## src/rtl/range_seq_ctrl.sv

```systemverilog
// Frame sequencer that owns a rangefinder: turns a valid/ready sample stream into legal go/finish frames
// and returns the captured range with status. Define RANGE_SEQ_TIMEOUT_EN to enable the RUN idle-gap watchdog.
module range_seq_ctrl #(
    parameter int unsigned WIDTH   = 16,
    parameter int unsigned MAX_LEN = 255,
    parameter int unsigned TIMEOUT = 64
) (
    input  logic             clock,
    input  logic             reset,
    input  logic [WIDTH-1:0] in_data,
    input  logic             in_valid,
    input  logic             in_last,
    output logic             in_ready,
    output logic [WIDTH-1:0] res_range,
    output logic [7:0]       res_count,
    output logic             res_error,
    output logic             res_trunc,
    output logic             res_timeout,
    output logic             res_valid,
    input  logic             res_ready,
    output logic             rf_go,
    output logic             rf_finish,
    output logic [WIDTH-1:0] rf_data,
    input  logic [WIDTH-1:0] rf_range,
    input  logic             rf_error
);

    typedef enum logic [2:0] {
        S_IDLE,
        S_RUN,
        S_FIN,
        S_CAPT,
        S_DONE
    } state_t;

`ifdef RANGE_SEQ_TIMEOUT_EN
    localparam bit TMO_EN = 1'b1;
`else
    localparam bit TMO_EN = 1'b0;
`endif

    localparam int unsigned TW = $clog2(TIMEOUT + 1);

    state_t           state_q, state_d;
    logic             rf_go_q, rf_go_d;
    logic             rf_finish_q, rf_finish_d;
    logic [WIDTH-1:0] rf_data_q, rf_data_d;
    logic [7:0]       count_q, count_d;
    logic             pend_q, pend_d;
    logic             trunc_q, trunc_d;
    logic             err_q, err_d;
    logic             tmo_q, tmo_d;
    logic [TW-1:0]    idle_q, idle_d;
    logic [WIDTH-1:0] res_range_q, res_range_d;
    logic [7:0]       res_count_q, res_count_d;
    logic             res_error_q, res_error_d;
    logic             res_trunc_q, res_trunc_d;
    logic             res_timeout_q, res_timeout_d;

    always_ff @(posedge clock) begin
        if (reset) begin
            state_q       <= S_IDLE;
            rf_go_q       <= 1'b0;
            rf_finish_q   <= 1'b0;
            rf_data_q     <= '0;
            count_q       <= '0;
            pend_q        <= 1'b0;
            trunc_q       <= 1'b0;
            err_q         <= 1'b0;
            tmo_q         <= 1'b0;
            idle_q        <= '0;
            res_range_q   <= '0;
            res_count_q   <= '0;
            res_error_q   <= 1'b0;
            res_trunc_q   <= 1'b0;
            res_timeout_q <= 1'b0;
        end else begin
            state_q       <= state_d;
            rf_go_q       <= rf_go_d;
            rf_finish_q   <= rf_finish_d;
            rf_data_q     <= rf_data_d;
            count_q       <= count_d;
            pend_q        <= pend_d;
            trunc_q       <= trunc_d;
            err_q         <= err_d;
            tmo_q         <= tmo_d;
            idle_q        <= idle_d;
            res_range_q   <= res_range_d;
            res_count_q   <= res_count_d;
            res_error_q   <= res_error_d;
            res_trunc_q   <= res_trunc_d;
            res_timeout_q <= res_timeout_d;
        end
    end

    always_comb begin
        state_d       = state_q;
        rf_go_d       = 1'b0;
        rf_finish_d   = 1'b0;
        rf_data_d     = rf_data_q;
        count_d       = count_q;
        pend_d        = pend_q;
        trunc_d       = trunc_q;
        err_d         = err_q;
        tmo_d         = tmo_q;
        idle_d        = idle_q;
        res_range_d   = res_range_q;
        res_count_d   = res_count_q;
        res_error_d   = res_error_q;
        res_trunc_d   = res_trunc_q;
        res_timeout_d = res_timeout_q;
        in_ready      = 1'b0;

        case (state_q)
            S_IDLE: begin
                in_ready = 1'b1;
                if (in_valid) begin
                    rf_data_d = in_data;
                    rf_go_d   = 1'b1;
                    count_d   = 8'd1;
                    err_d     = 1'b0;
                    tmo_d     = 1'b0;
                    idle_d    = '0;
                    // A frame that already ends here cannot finish alongside go; RUN finishes it next.
                    pend_d    = in_last || (MAX_LEN == 1);
                    trunc_d   = !in_last && (MAX_LEN == 1);
                    state_d   = S_RUN;
                end
            end
            S_RUN: begin
                err_d = err_q | rf_error;
                if (pend_q) begin
                    rf_finish_d = 1'b1;
                    state_d     = S_FIN;
                end else begin
                    in_ready = 1'b1;
                    if (in_valid) begin
                        rf_data_d = in_data;
                        count_d   = count_q + 8'd1;
                        idle_d    = '0;
                        if (in_last || (count_q == 8'(MAX_LEN - 1))) begin
                            trunc_d     = !in_last;
                            rf_finish_d = 1'b1;
                            state_d     = S_FIN;
                        end
                    end else if (TMO_EN && (idle_q == TW'(TIMEOUT - 1))) begin
                        tmo_d       = 1'b1;
                        rf_finish_d = 1'b1;
                        state_d     = S_FIN;
                    end else begin
                        idle_d = idle_q + TW'(1);
                    end
                end
            end
            S_FIN: begin
                err_d   = err_q | rf_error;
                state_d = S_CAPT;
            end
            S_CAPT: begin
                res_range_d   = rf_range;
                res_count_d   = count_q;
                res_error_d   = err_q | rf_error;
                res_trunc_d   = trunc_q;
                res_timeout_d = tmo_q;
                state_d       = S_DONE;
            end
            S_DONE: begin
                if (res_ready) begin
                    state_d = S_IDLE;
                end
            end
            default: state_d = S_IDLE;
        endcase
    end

    assign rf_go       = rf_go_q;
    assign rf_finish   = rf_finish_q;
    assign rf_data     = rf_data_q;
    assign res_range   = res_range_q;
    assign res_count   = res_count_q;
    assign res_error   = res_error_q;
    assign res_trunc   = res_trunc_q;
    assign res_timeout = res_timeout_q;
    assign res_valid   = (state_q == S_DONE);

endmodule

```

## config.mk

```make
export PLATFORM = sky130hd
export DESIGN_NAME = range_seq_ctrl
export DESIGN_NICKNAME = d
export VERILOG_FILES = /design/src/rtl/range_seq_ctrl.sv
export SDC_FILE = /design/constraint.sdc
export NUM_CORES = 1
export LEC_CHECK = 0
export CORE_ASPECT_RATIO = 1.75
export CORE_MARGIN = 2
export CORE_UTILIZATION = 45
export CTS_BUF_LIST = sky130_fd_sc_hd__clkbuf_8
export DETAILED_ROUTE_END_ITERATION = 7
export PLACE_DENSITY = 0.93
export SLEW_MARGIN = 0
export SYNTH_ARGS = -nofsm -noshare
export SYNTH_HDL_FRONTEND = slang
export SYNTH_SLANG_ARGS = --single-unit
export TNS_END_PERCENT = 10
```

## constraint.sdc

```tcl
create_clock -name clock -period 1.7 [get_ports clock]
set_clock_uncertainty 0.15 [all_clocks]
set_input_delay 0.17 -clock clock [delete_from_list [all_inputs] [get_ports clock]]
set_output_delay 0.17 -clock clock [all_outputs]
set_load 0.01 [all_outputs]
```

==> flow_summary.toml, run 1 <==
[synthesis]
syn-num-nets = 319
synth_area_leader_cell = "dfxtp_1"
yosysWarnings = 0
ys_seq_elements = 58
avgSynthCellArea_um2 = 8.11
synth_edf_count = 0
ys_seq_area_frac = 0.513
async_flop_share = 0
yosys.cell_types.count = 36
syn-instance-count = 279
synth_top_area_frac = 0.513
yosys-top-cells-count = "nand2_1, dfxtp_1, a21oi_1, nor2_1, buf_2"
yosysMostFrequentCell = "nand2_1"
yosys-top-cells-area = "dfxtp_1, nand2_1, a21oi_1"
synth_area_um2 = 2260
synthFlopType = "dfxtp_1"

[placed_design]
place.gp.congestion = 0.940
dp.final_hpwl_mm = 4.09
dpl_cell_area_um2 = 3230
portBuffers = 83
dpl.cell_count = 416

[sta]
hold_viol = 0
whs_ns = 0.148
slew_violations = 0
max_freq_ghz = 0.624
fin_tns_setup_ns = 0
relSlewSlack = 0.659
worst_pin_slew_ns = 0.511
setup_viol = 0
period_share = 0.943
rsz0062_at_grt = "false"
period_minus_slack_ns = 1.60

[detailed_routing]
num_vias = 2171
routed_wl_mm = 5.54
antenna_left = 0
avgViaCountPerCell = 5.04
first_pass_iters = 4
drtIter0Drc = 106
post_drt_wl_per_cell_um = 12.9
drc = 0

[cells_and_area]
diodes = 0
drive_gt1_frac = 0.122
area_growth_pct = 51.9
finalNonFillerCells = 431
fin_area_um2 = 3440
nets = 414

[clock_tree]
cts_tree = "built"
root_buffer = "clkbuf_8"
h-tree-depth = 3
numCtsBuffers = 9
cts_sinks = 58
clock_latency_ns = 0.32
hold_buffers = 0
clk_path_buf_depth = 2
clk_pin_slew_ns = 0.06

[grt]
overflow = 0
grt_max_degree = 29
grt_pass1_vias = 2049
grtUsageTotal = 0.210
grt_pass1_wl_mm = 9.18
antenna_found_initial = 0

[floorplanning]
pin_count = 85
placementRows = 34
dieHeight_um = 97.8
initial_core_util = 0.463
core-area_um2 = 4890
dieArea_um2 = 5640
die_x_um = 57.6

[power]
p_clk_frac = 0.399
p_seq_frac = 0.468
max-vdd-ir-drop_v = 0.000870
swShare = 0.228
p_total_mw = 3.07
p_sw_uw = 701
comb_power_share = 0.133
p_int_mw = 2.37
p_leak_nw = 1.28
powerDensity_nw_per_um2 = 893

[worst_hold_path]
hold_path.class = "input port to flop"

[setup_path]
path_class = "flop to flop"
critPathMaxFanout = 7
cp_data_arrival_time_ns = 1.70
end_kind = "flop"
worst_setup_path_start_kind = "flop"
crit_required_ns = 1.80

[flow_run]
cap_violations = 0

[outcome]
status = "finished, final reports clean"
-- placed cells by master (no fill, tap or decap), types with 2 or more instances in the layout --
cell type,Yosys,final
nand4_1,5,5
inv_1,3,3
a21oi_1,43,43
dfxtp_1,58,56
buf_12,0,2
nor2b_1,3,3
clkdlybuf4s50_1,0,80
clkbuf_8,0,11
xor2_1,6,6
a211oi_1,2,2
ha_1,2,2
nor2_1,16,15
nand2_1,89,89
nand3_1,2,2
nor3_1,5,5
and2_1,3,3
nor2_2,1,2
buf_4,3,20
and4_1,3,3
dfxtp_2,0,2
dlygate4sd2_1,0,2
clkinv_2,0,2
-- layer usage --
| layer | vias up | wire length, µm | global-route usage |
|---|---|---|---|
| li1 | 1103 | - | - |
| met4 | 0 | 181 | 0.141 |
| met2 | 89 | 2860 | 0.352 |
| met3 | 14 | 341 | 0.0424 |
| met1 | 965 | 2150 | 0.229 |
| met5 | - | 0 | 0 |
-- critical path, stage by stage, from the launching register on --
cell,delay [ns]
dfxtp_2,0.36
buf_4,0.17
nor2_2,0.12
nand2_1,0.10
or4_1,0.49
a31oi_1,0.13
-- flip-flops by register name, summed over array words and instances (netlist names) --
signal     cells
count_q        8
trunc_q        1
res_count      8
res_trunc      1
rf_data       16
state_q        3
err_q          1
res_error      1
pend_q         1
res_range     16
rf_finish      1
rf_go          1
-- power by group through the flow --
stage | logic, mW | clock network [mW] | registers (mW)
after floorplan | 0.169 | 0 | 1.48
after global placement | 0.399 | 0 | 1.46
after detailed placement | 0.408 | 0 | 1.47
after CTS | 0.411 | 1.26 | 1.44
after global routing | 0.446 | 1.32 | 1.44
final | 0.408 | 1.23 | 1.44
-- path summary, 6_finish.rpt --
| check | start | endpoint | slack (ns) | depth (start not counted) |
|---|---|---|---|---|
| setup reg to reg | state_q[1] | trunc_q | 0.1 | 5 |
| setup / recovery | state_q[1] | trunc_q | 0.1 | 5 |
| hold reg to reg | res_range[9] | res_range[9] | 0.30 | 2 |
| hold / removal | reset | state_q[2] | 0.15 | 2 |
-- layout make-up --
cell class                      instances  area (µm²)
Fill cell                             377        1460
Inverter                                3        11.3
Multi-Input combinational cell        197         990
Clock inverter                          3        40.0
Clock buffer                           11         151
Sequential cell                        58        1160
Timing Repair Buffer                  105        1010
Tap cell                               54        67.6
-- cells by family after synthesis --
kind of cell,synth area share
AO/OA/AOI/OAI,0.128
XOR/XNOR,0.0232
adder cells (fa/ha/maj),0.0111
flip-flops,0.513
multiplexers,0.00442
other,0.00166
buffers and inverters,0.0531
AND/OR/NAND/NOR,0.266
-- repair_timing --
item,in CTS,in global routing
gates resized for setup,3,3
pin swaps,1,1
buffers inserted,1,0
endpoints found under the setup margin,2,7
gates cloned,0,0
-- stage by stage --
stage | setup slack [ns] | util
4_1_cts | 0.0655 | 0.702
3_5_place_dp | 0.00522 | 0.660
6_report | 0.0969 | 0.703
5_1_grt | 0.0133 | 0.703
3_3_place_gp | 0.0314 | 0.660
2_1_floorplan | 0.196 | -
No activity file was read; power rests on OpenSTA's default activity.
==> inputs of run 2 (changes only) <==
SKIP_CTS_REPAIR_TIMING = 1   (was default)
==> run 2 against run 1 <==
  * Clock power about the same
  * Combinational power about the same
  * First-iteration DRC count shrank 21%
  * Sequential share of layout area about the same
  * Design area is 0.18% higher
  * Critical path type unchanged
==> flow_summary.toml, run 2 (same netlist as run 1, synthesis figures left out) <==
[outcome]
status = "finished, final reports clean"

[power]
p_leak_nw = 1.30
max-vdd-ir-drop_v = 0.000884
powerDensity_nw_per_um2 = 892

[floorplanning]
pin_count = 85
dieHeight_um = 97.8
initial_core_util = 0.463
dieArea_um2 = 5640
die_x_um = 57.6
core-area_um2 = 4890
placementRows = 34

[sta]
hold_viol = 0
slew_violations = 0
relSlewSlack = 0.655
finalWorstSetupSlack_ns = 0.0899
fin_tns_setup_ns = 0
rsz0062_at_grt = "true"
max_freq_ghz = 0.621
worst_pin_slew_ns = 0.518
period_share = 0.947
period_minus_slack_ns = 1.61
setup_viol = 0

[cells_and_area]
fin_area_um2 = 3440
n_fill_cell = 378
drive_gt1_frac = 0.122
final_common_cell = "nand2_1"
fin_util = 0.704
layout_common_cells = "nand2_1, clkdlybuf4s50_1, dfxtp_1"
diodes = 0
nets = 414
finalNonFillerCells = 431
area_growth_pct = 52.1

[setup_path]
crit_slowest_cell = "or4_1"
critPathBufInv = 1
critPathMaxFanout = 7
path_cells = "buf_4 -> nor2_1 -> nand2_1 -> or4_1 -> a31oi_1"
worst_setup_path_start_kind = "flop"
cp_top_family = "simple AND/OR/NAND/NOR gates"
critPathMaxStageDelay_ns = 0.49
end_kind = "flop"
r2r_cells = 5
path_class = "flop to flop"
path_depth = 5
crit_required_ns = 1.80
cp_data_arrival_time_ns = 1.71

[detailed_routing]
first_pass_iters = 5
avgViaCountPerCell = 5.06
antenna_left = 0
drtIter0Drc = 84
drc = 0
num_vias = 2183
routed_wl_mm = 5.55
post_drt_wl_per_cell_um = 12.9

[clock_tree]
clk_pin_slew_ns = 0.06
h-tree-depth = 3
cts_tree = "built"
clk_path_buf_depth = 2
numCtsBuffers = 9
cts_sinks = 58
clock_latency_ns = 0.32
root_buffer = "clkbuf_8"

[placed_design]
dpl_cell_area_um2 = 3230
pre_cts_ws_ns = 0.00522
dp.final_hpwl_mm = 4.09
place.gp.congestion = 0.940
dpl.cell_count = 416
portBuffers = 83

[grt]
overflow = 0
antenna_found_initial = 0
grt_max_degree = 29
grt_pass1_wl_mm = 9.09
grt_pass1_vias = 2037
grtUsageTotal = 0.208

[flow_run]
cap_violations = 0

[worst_hold_path]
whs_path_depth = 2
hold_path.class = "input port to flop"
==> run 2: cell count changes in the layout (fill, tap and decap cells not counted) <==
| cell | delta |
|---|---|
| nor2_1 | +1 |
| dfxtp_1 | -1 |
| dlygate4sd2_1 | -2 |
| dlymetal6s2s_1 | +2 |
| nor2_2 | -1 |
| dfxtp_2 | +1 |
==> run 2: metal layers <==
layer / wire [µm] / track usage
met3: 365 / 0.0424
met4: 181 / 0.136
met1: 2140 / 0.224
met2: 2860 / 0.354
met5: 0 / 0
==> run 2: worst register-to-register path, cell delays in order, from the launching register on <==
cell	delay [ns]
dfxtp_2	0.36
buf_4	0.17
nor2_1	0.13
nand2_1	0.11
or4_1	0.49
a31oi_1	0.13
==> run 2: through the flow <==
stage | power [mW] | hold slack [ns]
after floorplan | 1.65 | 0.156
after global placement | 1.86 | 0.291
after detailed placement | 1.87 | 0.296
after CTS | 3.11 | 0.139
after global routing | 3.21 | 0.193
final | 3.07 | 0.153
==> run 2: power breakdown <==
group          leakage (nW)  internal [mW]  switching [mW]  total [mW]
clock network         0.101          0.735           0.491        1.23
logic                 0.727          0.227           0.181       0.408
registers             0.473           1.41          0.0298        1.44
total                  1.30           2.37           0.702        3.07
==> run 2: final cells by class <==
class	count	area [µm²]	share of cell area
sequential	58	1160	0.338
multi-input combinational	197	987	0.287
clock inverter	3	40.0	0.0116
clock buffer	11	151	0.0440
timing repair buffer	105	1020	0.297
tap	54	67.6	0.0196
inverter	3	11.3	0.00327
==> run 2: path summary, 6_finish.rpt <==
| kind | from | endpoint | slack [ns] |
|---|---|---|---|
| worst max-delay path | state_q[1] | trunc_q | 0.09 |
| worst min-delay path | reset | state_q[2] | 0.15 |
| worst max register to register | state_q[1] | trunc_q | 0.09 |
| worst min register to register | res_range[9] | res_range[9] | 0.30 |
==> patch, RTL diff (settings of run 1) <==
Add a define of `RANGE_SEQ_TIMEOUT_EN`.
--- a/src/rtl/range_seq_ctrl.sv
+++ b/src/rtl/range_seq_ctrl.sv
@@ -2,2 +2,4 @@
 // and returns the captured range with status. Define RANGE_SEQ_TIMEOUT_EN to enable the RUN idle-gap watchdog.
+`define RANGE_SEQ_TIMEOUT_EN
+
 module range_seq_ctrl #(
Behaviour: no difference found for any inputs over 10 cycles, from zero or initial values and one cycle with reset high; that may be too few to reach the edited logic, so the function may still have changed.
==> patch against run 1 <==
The flow now finishes with violations (negative setup slack); die area increased by 17%; largest cell class unchanged; maximum frequency shrank 8.2%; routed wire length increased by 33%; via count grew 23%; total power up 16%; hold slack worse by 0.13 ns; critical path depth did not move; final cell count increased by 18%; sequential power rose by 16%; final area increased by 16%; synthesized area grew 18%; sequential cell count is 9 higher; worst setup slack lost 0.14 ns.
==> patch: results (changes against run 1) <==
\begin{tabular}{lr}
\hline
Metric & Value \\
\hline
\multicolumn{2}{l}{\textbf{Status}} \\
\quad Run status & complete, but fails checks \\
\quad Violated checks & negative setup slack \\
\multicolumn{2}{l}{\textbf{Worst setup path}} \\
\quad Max stage delay on crit path & 0.53 ns (+0.04 ns) \\
\quad Cell at the slowest stage of the critical path & sky130\_fd\_sc\_hd\_\_or4b\_4 \\
\multicolumn{2}{l}{\textbf{Cells and area}} \\
\quad \# fillers & 438 (+16\%) \\
\quad Total number of nets in the final design & 466 (+13\%) \\
\multicolumn{2}{l}{\textbf{Routing}} \\
\quad DRC marker count from the first detailed-route iteration & 100 (-5.7\%) \\
\quad Detailed-route wire length per cell & 14.5 um (+13\%) \\
\quad Number of vias in the routed layout & 2672 (+23\%) \\
\multicolumn{2}{l}{\textbf{Global routing}} \\
\quad Wire length of the first global-routing pass & 11.7 mm (+27\%) \\
\quad Global-route usage over all layers & 22.4\% (+1.4 points) \\
\multicolumn{2}{l}{\textbf{Timing}} \\
\quad Worst Slack Setup Final & -0.0464 ns (-0.143 ns) \\
\quad Accumulated negative setup slack & -0.0464 ns (-0.0464 ns) \\
\quad Final-report setup violation count & 1 (+1) \\
\quad Slew @ Worst Pin & 0.503 ns (-0.00777 ns) \\
\multicolumn{2}{l}{\textbf{Placed design}} \\
\quad Placed Cells & 490 (+18\%) \\
\quad Area post-placement & 0.00373 mm\^{}2 (+15\%) \\
\quad DP Wirelength & 5.19 mm (+27\%) \\
\multicolumn{2}{l}{\textbf{Floorplan}} \\
\quad Core Region & 0.00579 mm\^{}2 (+18\%) \\
\multicolumn{2}{l}{\textbf{Yosys}} \\
\quad Fraction of the yosys area taken by sequential cells & 50.3\% (-1.0 points) \\
\quad Number of nets in the synthesized netlist & 366 (+15\%) \\
\quad Fraction of synthesized cell area in xor and xnor cells & 1.64\% (-0.68 points) \\
\quad Top area cells in the synthesized netlist & sky130\_fd\_sc\_hd\_\_dfxtp\_1, sky130\_fd\_sc\_hd\_\_nand2\_1, sky130\_fd\_sc\_hd\_\_a21oi\_1 \\
\quad Number of unique standard cell types used by synthesis & 45 (+25\%) \\
\quad Adder and majority gate portion of the synthesized area & 1.41\% (+0.30 points) \\
\multicolumn{2}{l}{\textbf{Power and ir drop}} \\
\quad Worst-case vdd ir drop & 0.000621 V (-29\%) \\
\hline
\end{tabular}
## patch: changes by cell type after synthesis, sizes merged, moves of 3 or more
cell,run 1,this run
nor2,17,21
and3,1,4
clkbuf,8,12
buf,13,10
o21ai,1,5
a21oi,43,53
nand3b,0,3
dfxtp,58,67
## patch: worst paths after layout
check                               start                 endpoint  slack, ns  cells after the start
setup reg to reg  state_q[2]$_SDFFE_PP0P_   idle_q[6]$_SDFFE_PP0P_      -0.05                      5
hold reg to reg   rf_data[1]$_SDFFE_PP0P_  rf_data[1]$_SDFFE_PP0P_       0.30                      2
hold / removal                      reset   idle_q[0]$_SDFFE_PP0P_       0.02                      2
setup / recovery  state_q[2]$_SDFFE_PP0P_   idle_q[6]$_SDFFE_PP0P_      -0.05                      5
## patch: final cells by class
class / count / area (um^2) / share of cell area, %
Clock buffer: 11 / 151 / 3.78
Sequential cell: 67 / 1360 / 33.8
Inverter: 1 / 3.75 / 0.0938
Multi-Input combinational cell: 235 / 1270 / 31.8
Clock inverter: 4 / 50.0 / 1.25
Tap cell: 78 / 97.6 / 2.44
Timing Repair Buffer: 111 / 1070 / 26.8
## patch: where the power goes
part	internal, mW	switching, mW
logic	0.290	0.257
registers	1.63	0.0421
clock network	0.746	0.589
## patch: layer usage
metal	up-vias	track usage, %	wire (um)
li1	1301	-	-
met1	1266	21.7	2560
met2	84	42.2	4210
met3	21	5.76	372
met4	0	12.2	215
met5	-	0	0
## patch: what timing repair did
| action | CTS | global route |
|---|---|---|
| endpoints found under the setup margin | 11 | 13 |
| pin swaps | 0 | 5 |
| setup buffers | 0 | 2 |
| resized for setup | 6 | 15 |
